==> src/rtl/sipo_ctrl_pkg.sv <==
// Shared definitions for the SIPO frame controller: FSM state encoding and
// the bit-counter width helper.
package sipo_ctrl_pkg;

  typedef enum logic {
    ST_IDLE  = 1'b0,
    ST_SHIFT = 1'b1
  } state_e;

  // Counter width for a frame of `width` bits, never narrower than one bit.
  function automatic int unsigned cnt_w(input int unsigned width);
    int unsigned w;
    w = $clog2(width);
    return (w < 1) ? 1 : w;
  endfunction

endpackage

==> src/rtl/sipo_frame_ctrl_if.sv <==
// Serial-in / parallel-out frame bus. The master side drives the serial stream,
// frame control and the downstream ready; the slave side is the controller.
interface sipo_frame_ctrl_if #(
  parameter int unsigned WIDTH = 4
) ();
  import sipo_ctrl_pkg::*;

  localparam int unsigned CNTW = cnt_w(WIDTH);

  logic             START;
  logic             ABORT;
  logic             SI;
  logic             SI_EN;
  logic [WIDTH-1:0] PO_DATA;
  logic             PO_VALID;
  logic             PO_READY;
  logic             BUSY;
  logic [CNTW-1:0]  BIT_CNT;
  logic             OVERRUN;
  logic             CLR_OVR;

  modport master (
    output START, ABORT, SI, SI_EN, PO_READY, CLR_OVR,
    input  PO_DATA, PO_VALID, BUSY, BIT_CNT, OVERRUN
  );

  modport slave (
    input  START, ABORT, SI, SI_EN, PO_READY, CLR_OVR,
    output PO_DATA, PO_VALID, BUSY, BIT_CNT, OVERRUN
  );

endinterface

==> src/rtl/sipo_shift_core.sv <==
// Bare shift register: cleared at frame start, shifts one bit per strobe.
module sipo_shift_core #(
  parameter int unsigned WIDTH     = 4,
  parameter bit          MSB_FIRST = 1'b1
) (
  input  logic             CLK,
  input  logic             CLR,
  input  logic             LOAD_ZERO,
  input  logic             SHIFT_EN,
  input  logic             SI,
  output logic [WIDTH-1:0] SR
);

  logic [WIDTH-1:0] sr_q;

  // Clear has priority over shift; MSB_FIRST picks the shift direction.
  always_ff @(posedge CLK) begin
    if (CLR || LOAD_ZERO) begin
      sr_q <= '0;
    end else if (SHIFT_EN) begin
      if (MSB_FIRST) begin
        sr_q <= {sr_q[WIDTH-2:0], SI};
      end else begin
        sr_q <= {SI, sr_q[WIDTH-1:1]};
      end
    end
  end

  assign SR = sr_q;

endmodule

==> src/rtl/sipo_frame_ctrl.sv <==
// Frame controller: counts WIDTH strobed bits into the shift core, moves the
// finished word into a holding register and hands it downstream with
// valid/ready, flagging words dropped under backpressure.
module sipo_frame_ctrl
  import sipo_ctrl_pkg::*;
#(
  parameter int unsigned WIDTH     = 4,
  parameter bit          MSB_FIRST = 1'b1
) (
  input logic                CLK,
  input logic                CLR,
  sipo_frame_ctrl_if.slave   bus
);

  localparam int unsigned CNTW = cnt_w(WIDTH);

  state_e           state_q;
  logic [CNTW-1:0]  cnt_q;
  logic [WIDTH-1:0] sr;
  logic [WIDTH-1:0] sr_next;
  logic [WIDTH-1:0] po_data_q;
  logic             po_valid_q;
  logic             ovr_q;

  logic start_ok, shift_en, last_bit, complete, accept, drop;

  // Frame control decode; ABORT masks both frame start and shifting.
  always_comb begin
    start_ok = (state_q == ST_IDLE) && bus.START && !bus.ABORT;
    shift_en = (state_q == ST_SHIFT) && bus.SI_EN && !bus.ABORT;
    last_bit = (cnt_q == CNTW'(WIDTH - 1));
    complete = shift_en && last_bit;
    // A pending word consumed on this same edge makes room for the new one.
    accept   = complete && (!po_valid_q || bus.PO_READY);
    drop     = complete && po_valid_q && !bus.PO_READY;
  end

  // Value the shift core will hold after this edge, captured on completion.
  always_comb begin
    if (MSB_FIRST) begin
      sr_next = {sr[WIDTH-2:0], bus.SI};
    end else begin
      sr_next = {bus.SI, sr[WIDTH-1:1]};
    end
  end

  sipo_shift_core #(
    .WIDTH     (WIDTH),
    .MSB_FIRST (MSB_FIRST)
  ) u_core (
    .CLK       (CLK),
    .CLR       (CLR),
    .LOAD_ZERO (start_ok),
    .SHIFT_EN  (shift_en),
    .SI        (bus.SI),
    .SR        (sr)
  );

  // Frame FSM and bit counter.
  always_ff @(posedge CLK) begin
    if (CLR) begin
      state_q <= ST_IDLE;
      cnt_q   <= '0;
    end else begin
      unique case (state_q)
        ST_IDLE: begin
          if (start_ok) begin
            state_q <= ST_SHIFT;
            cnt_q   <= '0;
          end
        end
        ST_SHIFT: begin
          if (bus.ABORT) begin
            state_q <= ST_IDLE;
            cnt_q   <= '0;
          end else if (bus.SI_EN) begin
            if (last_bit) begin
              state_q <= ST_IDLE;
              cnt_q   <= '0;
            end else begin
              cnt_q <= cnt_q + CNTW'(1);
            end
          end
        end
        default: begin
          state_q <= ST_IDLE;
          cnt_q   <= '0;
        end
      endcase
    end
  end

  // Output holding register, valid/ready handshake and sticky overrun.
  always_ff @(posedge CLK) begin
    if (CLR) begin
      po_data_q  <= '0;
      po_valid_q <= 1'b0;
      ovr_q      <= 1'b0;
    end else begin
      if (accept) begin
        po_data_q  <= sr_next;
        po_valid_q <= 1'b1;
      end else if (po_valid_q && bus.PO_READY) begin
        po_valid_q <= 1'b0;
      end
      // A new overrun wins over a same-edge clear.
      if (drop) begin
        ovr_q <= 1'b1;
      end else if (bus.CLR_OVR) begin
        ovr_q <= 1'b0;
      end
    end
  end

  assign bus.PO_DATA  = po_data_q;
  assign bus.PO_VALID = po_valid_q;
  assign bus.BUSY     = (state_q == ST_SHIFT);
  assign bus.BIT_CNT  = cnt_q;
  assign bus.OVERRUN  = ovr_q;

endmodule
==> src/flat_wrapper.sv <==
// flat-port wrapper written by rule: the top's interface ports become plain ports
module sipo_frame_ctrl_flat import sipo_ctrl_pkg::*;
#(
  parameter int unsigned WIDTH     = 4,
  parameter bit          MSB_FIRST = 1'b1
)
  (CLK, CLR, bus_START, bus_ABORT, bus_SI, bus_SI_EN, bus_PO_READY, bus_CLR_OVR, bus_PO_DATA, bus_PO_VALID, bus_BUSY, bus_BIT_CNT, bus_OVERRUN);
  sipo_frame_ctrl_if #(.WIDTH(WIDTH)) bus_i ();
  input logic CLK;
  input logic CLR;
  input wire logic [$bits(bus_i.START)-1:0] bus_START;
  input wire logic [$bits(bus_i.ABORT)-1:0] bus_ABORT;
  input wire logic [$bits(bus_i.SI)-1:0] bus_SI;
  input wire logic [$bits(bus_i.SI_EN)-1:0] bus_SI_EN;
  input wire logic [$bits(bus_i.PO_READY)-1:0] bus_PO_READY;
  input wire logic [$bits(bus_i.CLR_OVR)-1:0] bus_CLR_OVR;
  output wire logic [$bits(bus_i.PO_DATA)-1:0] bus_PO_DATA;
  output wire logic [$bits(bus_i.PO_VALID)-1:0] bus_PO_VALID;
  output wire logic [$bits(bus_i.BUSY)-1:0] bus_BUSY;
  output wire logic [$bits(bus_i.BIT_CNT)-1:0] bus_BIT_CNT;
  output wire logic [$bits(bus_i.OVERRUN)-1:0] bus_OVERRUN;
  assign bus_i.START = bus_START;
  assign bus_i.ABORT = bus_ABORT;
  assign bus_i.SI = bus_SI;
  assign bus_i.SI_EN = bus_SI_EN;
  assign bus_i.PO_READY = bus_PO_READY;
  assign bus_i.CLR_OVR = bus_CLR_OVR;
  assign bus_PO_DATA = bus_i.PO_DATA;
  assign bus_PO_VALID = bus_i.PO_VALID;
  assign bus_BUSY = bus_i.BUSY;
  assign bus_BIT_CNT = bus_i.BIT_CNT;
  assign bus_OVERRUN = bus_i.OVERRUN;
  sipo_frame_ctrl #(.WIDTH(WIDTH), .MSB_FIRST(MSB_FIRST)) u_core (.CLK(CLK), .CLR(CLR), .bus(bus_i));
endmodule
==> config.mk <==
export PLATFORM = sky130hd
export DESIGN_NAME = sipo_frame_ctrl_flat
export DESIGN_NICKNAME = d
export VERILOG_FILES = /design/src/rtl/sipo_ctrl_pkg.sv /design/src/rtl/sipo_frame_ctrl_if.sv /design/src/rtl/sipo_shift_core.sv /design/src/rtl/sipo_frame_ctrl.sv /design/src/flat_wrapper.sv
export SDC_FILE = /design/constraint.sdc
export NUM_CORES = 1
export LEC_CHECK = 0
export CAP_MARGIN = 20
export CORE_AREA = 2 2 39 41
export CTS_BUF_LIST = sky130_fd_sc_hd__clkbuf_4
export DETAILED_ROUTE_END_ITERATION = 16
export DIE_AREA = 0 0 41 43
export GPL_ROUTABILITY_DRIVEN = 1
export PLACE_DENSITY_LB_ADDON = 0.2
export SETUP_SLACK_MARGIN = 0.3
export SYNTH_ARGS = -nofsm -noshare
export SYNTH_HDL_FRONTEND = slang
export SYNTH_SLANG_ARGS = --single-unit
==> constraint.sdc <==
create_clock -name CLK -period 1.5 [get_ports CLK]
set_input_delay 0.3 -clock CLK [delete_from_list [all_inputs] [get_ports CLK]]
set_output_delay 0.3 -clock CLK [all_outputs]
set_load 0.01 [all_outputs]
Word level (Yosys, flattened, before mapping). Index checks and enable logic that the tools add are counted.

Register bits after elaboration: 12. Word-level logic and storage cells: 42. Input bits: 8. Output and inout bits: 9.

Equal/unequal tests: 3. Add/sub/neg operators: 1. Bitwise gates (word level): 1. Multiplexer cells: 14. Reduce and logical (&&, ||, !) cells: 17.

Operators with widths (count): $logic_and A1 B1 Y1 (9); $mux W1 (8); $mux W2 (4); $pmux W2 S2 (1); $reduce_bool A2 Y1 (2); $logic_not A1 Y1 (3); $ne A3 B3 Y1 const B (1); $add A2 B1 Y2 const B (1); $eq A2 B2 Y1 const B (1); $logic_or A1 B1 Y1 (2); $ne A2 B1 Y1 const B (1); $pmux W1 S2 (1); $reduce_and A2 Y1 (1); $not A1 Y1 (1).

Longest topological paths before layout.
Word-level depth: 6. Gate-level depth with buffers: 4. Mapped depth without buffers: 4.

Cells and area by module. From an unflattened synthesis, not the netlist that was laid out.

Cell total of the unflattened synthesis: 60. Area total of the unflattened synthesis: 590.6 µm².

By module, submodules not included: sipo_frame_ctrl (area each 445.4 µm², cells an instance 47, seq. area each 180.2 µm², times used 1); sipo_shift_core (area each 145.1 µm², cells an instance 13, seq. area each 80.1 µm², times used 1).

Worst setup path after synthesis. No wires, ideal clock.

Path type: reg-to-reg. Start: reg u_core.cnt_q[0], in the netlist u_core.bus.BIT_CNT[0]. End: reg u_core.cnt_q[1], in the netlist u_core.bus.BIT_CNT[1]. Required time: 1.384 ns. Stages on the path, launching flop included: 5. Path slack: 0.290 ns. Arrival: 1.094 ns. Period minus slack after synthesis: 1.210 ns. Setup time: 0.116 ns. Path buffers: 0. Path through: dfxtp_1 -> ha_1 -> mux2_2 -> a32oi_1 -> nor2_1.

Cells in the longest elaborated chain, start to end: 5. Elaborated cells between the ends (all ways): 6. Classes of those cells: 1 x add/sub; 1 x eq/ne; 4 x mux.

Ends and longest elaborated chain: start, declared (line sipo_frame_ctrl.sv:18) `logic [CNTW-1:0] cnt_q;`; start signal, assigned (line sipo_frame_ctrl.sv:81) `cnt_q <= cnt_q + CNTW'(1);`; $add A2 B1 Y2 or $eq A2 B2 Y1 (tied branches) (line sipo_frame_ctrl.sv:81, sipo_frame_ctrl.sv:31); $mux W2 (*) (line sipo_frame_ctrl.sv:77) `if (last_bit) begin`; $mux W2 (*) (line sipo_frame_ctrl.sv:76) `end else if (bus.SI_EN) begin`; $mux W2 (*) (line sipo_frame_ctrl.sv:73) `if (bus.ABORT) begin`; $pmux W2 S2 (*) (line sipo_frame_ctrl.sv:65) `unique case (state_q)`.

Every way passes the cells marked *; elsewhere a longest branch is shown, timed or not. The select of a mux whose other input is x is not followed. A chain may end at the register's enable or synchronous reset.

Worst setup path in the final report.
Start: in bus_ABORT. End: reg u_core.cnt_q[1], in the netlist u_core.bus.BIT_CNT[1].

Cells in the longest elaborated chain, start to end: 4. Elaborated cells between the ends (all ways): 7. Classes of those cells: 2 x eq/ne; 2 x mux; 3 x reduce/logical.

Ends and longest elaborated chain: start, declared (line flat_wrapper.sv:12) `input wire logic [$bits(bus_i.ABORT)-1:0] bus_ABORT;`; $logic_not A1 Y1 (line sipo_frame_ctrl.sv:29) `start_ok = (state_q == ST_IDLE) && bus.START && !bus.ABORT;`; $logic_and A1 B1 Y1 (line sipo_frame_ctrl.sv:29); $ne A2 B1 Y1 (no line); $reduce_and A2 Y1 (no line).

Several ways; a longest one is shown, not always the timed one.

==> impl_metrics.yaml <==
timing:
  fmax_ghz: 0.837
  hold_ws_ns: 0.464
  setup_violations: 0
  fin_worst_skew_ns: 0.0109
  layout_setup_ws_ns: 0.305
  relSlewSlack_pct: 77.2
  report.final.slew_viol_count: 0
  grt_setup_unrepaired: "true"
  hold_viol_final: 0
  min_period_over_period_pct: 79.7
  finalCriticalPeriod_ns: 1.19
  tightestPinTransition_ns: 0.341
die:
  rows: 14
  core_um2: 1380
  die_y_um: 43
  die_x_um: 41
  start_util_pct: 40.0
  dieArea_um2: 1760
  ioPinCount: 17
critical_path:
  crit_type: "in -> reg"
  worstPathMaxFanout: 6
  rr_startpoint: "u_core.bus.BIT_CNT[1]$_SDFFE_PP0P_"
  endpoint_kind: "flip-flop"
  r2r-end: "u_core.bus.BIT_CNT[1]$_SDFFE_PP0P_"
  slowest_stage: "clkdlybuf4s50_1"
  cp.buffers_inverters: 1
  crit_chain: "clkdlybuf4s50_1 > and2b_2 > a32oi_1 > nor2_1"
  cp-start-kind: "input pin"
  r2r_slack_ns: 0.36
  max_stage_delay_ns: 0.53
  worstPathArrival_ns: 1.34
  ff2ff_path_depth: 4
  cp_top_family: "buffers and inverters"
  cp.required_ns: 1.65
job:
  drv_cap: 0
placement:
  dp_cells: 92
  pre_cts_ws_ns: -0.0588
  gp_congestion: 0.756
  io_buffers: 16
  dp_hpwl_um: 780
synthesis:
  yosysWarnings: 0
  syn_inst: 58
  synth.cell_area_um2: 553
  yosysTopAreaCell: "dfxtp_1"
  synth_seq_cells: 12
  post-synth-top-area-fraction_pct: 43.4
  yosysSeqAreaShare_pct: 43.4
  yosysUniqueCellTypes: 23
  syn_nets: 67
  syn_area_per_cell_um2: 9.54
  yosys-top-cells-area: "dfxtp_1, nand2b_1, mux2i_1"
global_route:
  grt_util_met2_pct: 20.6
  antenna_found_initial: 0
  grt_overflow: 0
  grt_pass1_wl_mm: 1.69
  use_met1_pct: 17.8
  top_usage_layer: "met2"
  grt_pass1_vias: 374
  use_met3_pct: 7.85
  grt_max_degree: 13
  grt_usage_pct: 15.2
layout:
  diodes: 0
  layoutNonFillerInstCount: 97
  drive_gt1_share_pct: 24.7
  syn_to_final_growth_pct: 41.4
  fillers: 136
  nets: 91
  postLayoutCoreUtil_pct: 56.5
clock_tree:
  cts_buffers: 3
  clk_pin_slew_ns: 0.06
  cts_buffer_depth: 2
  clock_latency_ns: 0.28
  cts_tree: "done"
  htreeDepth: 1
  root_buffer: "clkbuf_4"
  clock-sinks: 12
min_path:
  min_from: "u_core.u_core.SR[2]$_SDFFE_PP0P_"
  whs_path_depth: 2
  holdPathEnd: "u_core.u_core.SR[2]$_SDFFE_PP0P_"
  hold_class: "reg -> reg"
pwr:
  ir_drop_uv: 512
  powerDensity_nw_per_um2: 749
  p_leak_uw: 0.000306
detailed_routing:
  drc: 0
  vias_per_cell: 4.94
  ant_nets: 0
  vias: 479
  avgRoutedWirePerCell_um: 11.9
  drtIter0Drc: 11
  dr.pass1.iters: 4
  wl_mm: 1.15
outcome:
  status: "finished, final reports clean"
-- cells in the final DEF (no fill, tap or decap), drive strengths merged, types with 3 or more instances in the layout --
cell / synthesis / layout
clkbuf: 0 / 8
clkdlybuf4s50: 0 / 6
mux2i: 4 / 4
nand2: 3 / 3
nand2b: 11 / 11
nor2: 4 / 4
dfxtp: 12 / 12
buf: 2 / 5
nand3: 4 / 4
clkdlybuf4s15: 0 / 3
a21oi: 4 / 4
-- sequential cells by signal (all words and copies together), names as in the netlist --
name and count:
u_core.u_core.SR 3, u_core.bus.OVERRUN 1, u_core.bus.BIT_CNT 2, u_core.bus.PO_VALID 1
u_core.bus.PO_DATA 4, u_core.bus.BUSY 1
-- routing by layer --
layer,part of all wire (%),vias up
met4,2.2,0
li1,-,250
met2,45,12
met5,0,-
met3,6.6,5
met1,46,212
-- how the worst max path moves through the flow --
| stage | start | to | cells after the start |
|---|---|---|---|
| 4_1_cts | u_core.bus.BIT_CNT[1]$_SDFFE_PP0P_ | bus_BIT_CNT[1] | 1 |
| 6_report | bus_ABORT | u_core.bus.BIT_CNT[1]$_SDFFE_PP0P_ | 4 |
| 3_5_place_dp | bus_SI_EN | u_core.bus.BIT_CNT[1]$_SDFFE_PP0P_ | 4 |
| 3_3_place_gp | bus_SI_EN | u_core.bus.BIT_CNT[1]$_SDFFE_PP0P_ | 4 |
| 5_1_grt | bus_ABORT | u_core.bus.PO_DATA[0]$_SDFFE_PP0P_ | 4 |
| 2_1_floorplan | u_core.bus.BIT_CNT[1]$_SDFFE_PP0P_ | u_core.bus.BIT_CNT[1]$_SDFFE_PP0P_ | 4 |
-- tightest hold or removal path, delay by kind of cell, from the launching register on --
| family | cells | cell delay, ns |
|---|---|---|
| AO/OA/AOI/OAI | 1 | 0.05 |
| flip-flops | 1 | 0.31 |
| AND/OR/NAND/NOR | 1 | 0.05 |
-- where the power goes --
group / total (uW) / switching (uW) / internal [uW]
combinational: 62.2 / 26.8 / 35.4
clock: 202 / 106 / 96.4
sequential: 322 / 1.46 / 321
total: 586 / 134 / 452
-- what timing repair did --
action                     CTS  global route
gates cloned                 0             0
setup endpoints to repair   14            13
pin swaps                    1             3
hold buffers                 0             0
gates resized for setup     11            18
setup buffers                1             0
-- kinds of logic after synthesis --
kind of cell / count (synthesis) / share of synthesized area, %
AND/OR/NAND/NOR: 27 / 29.6
AO/OA/AOI/OAI: 9 / 10.2
multiplexers: 5 / 9.28
flip-flops: 12 / 43.4
buffers and inverters: 3 / 3.62
adder cells (fa/ha/maj): 1 / 2.26
XOR/XNOR: 1 / 1.58
-- synth_stat cells --
| cell | instances |
|---|---|
| dfxtp_1 | 12 |
| nand2b_1 | 11 |
| a21oi_1 | 4 |
| mux2i_1 | 4 |
| nand3_1 | 4 |
| nand2_1 | 3 |
| nor2_1 | 3 |
| a32oi_1 | 2 |
| a31oi_1 | 1 |
| and2b_1 | 1 |
| buf_2 | 1 |
| buf_6 | 1 |
| ha_1 | 1 |
| inv_1 | 1 |
| mux2_2 | 1 |
| nand3b_1 | 1 |
| nand4b_2 | 1 |
| nor2_4 | 1 |
| nor2b_1 | 1 |
| nor3_1 | 1 |
| o21ai_0 | 1 |
| o21bai_1 | 1 |
| xor2_1 | 1 |
-- through the flow --
stage	total power (uW)	TNS [ns]	area [um^2]
5_1_grt	618	0	782
4_1_cts	593	0	771
3_5_place_dp	390	-0.0594	748
6_report	586	0	782
3_3_place_gp	389	-0.0582	748
2_1_floorplan	356	0	554
-- final cells by class --
type                            instances  area [um^2]  share of cell area, %
Tap cell                               16         20.0                   2.56
Inverter                                1         3.75                  0.480
Clock inverter                          1         3.75                  0.480
Timing Repair Buffer                   21          170                   21.8
Sequential cell                        12          243                   31.0
Clock buffer                            3         22.5                   2.88
Multi-Input combinational cell         43          319                   40.8
Note: power is estimated with default switching activity, not from simulation.
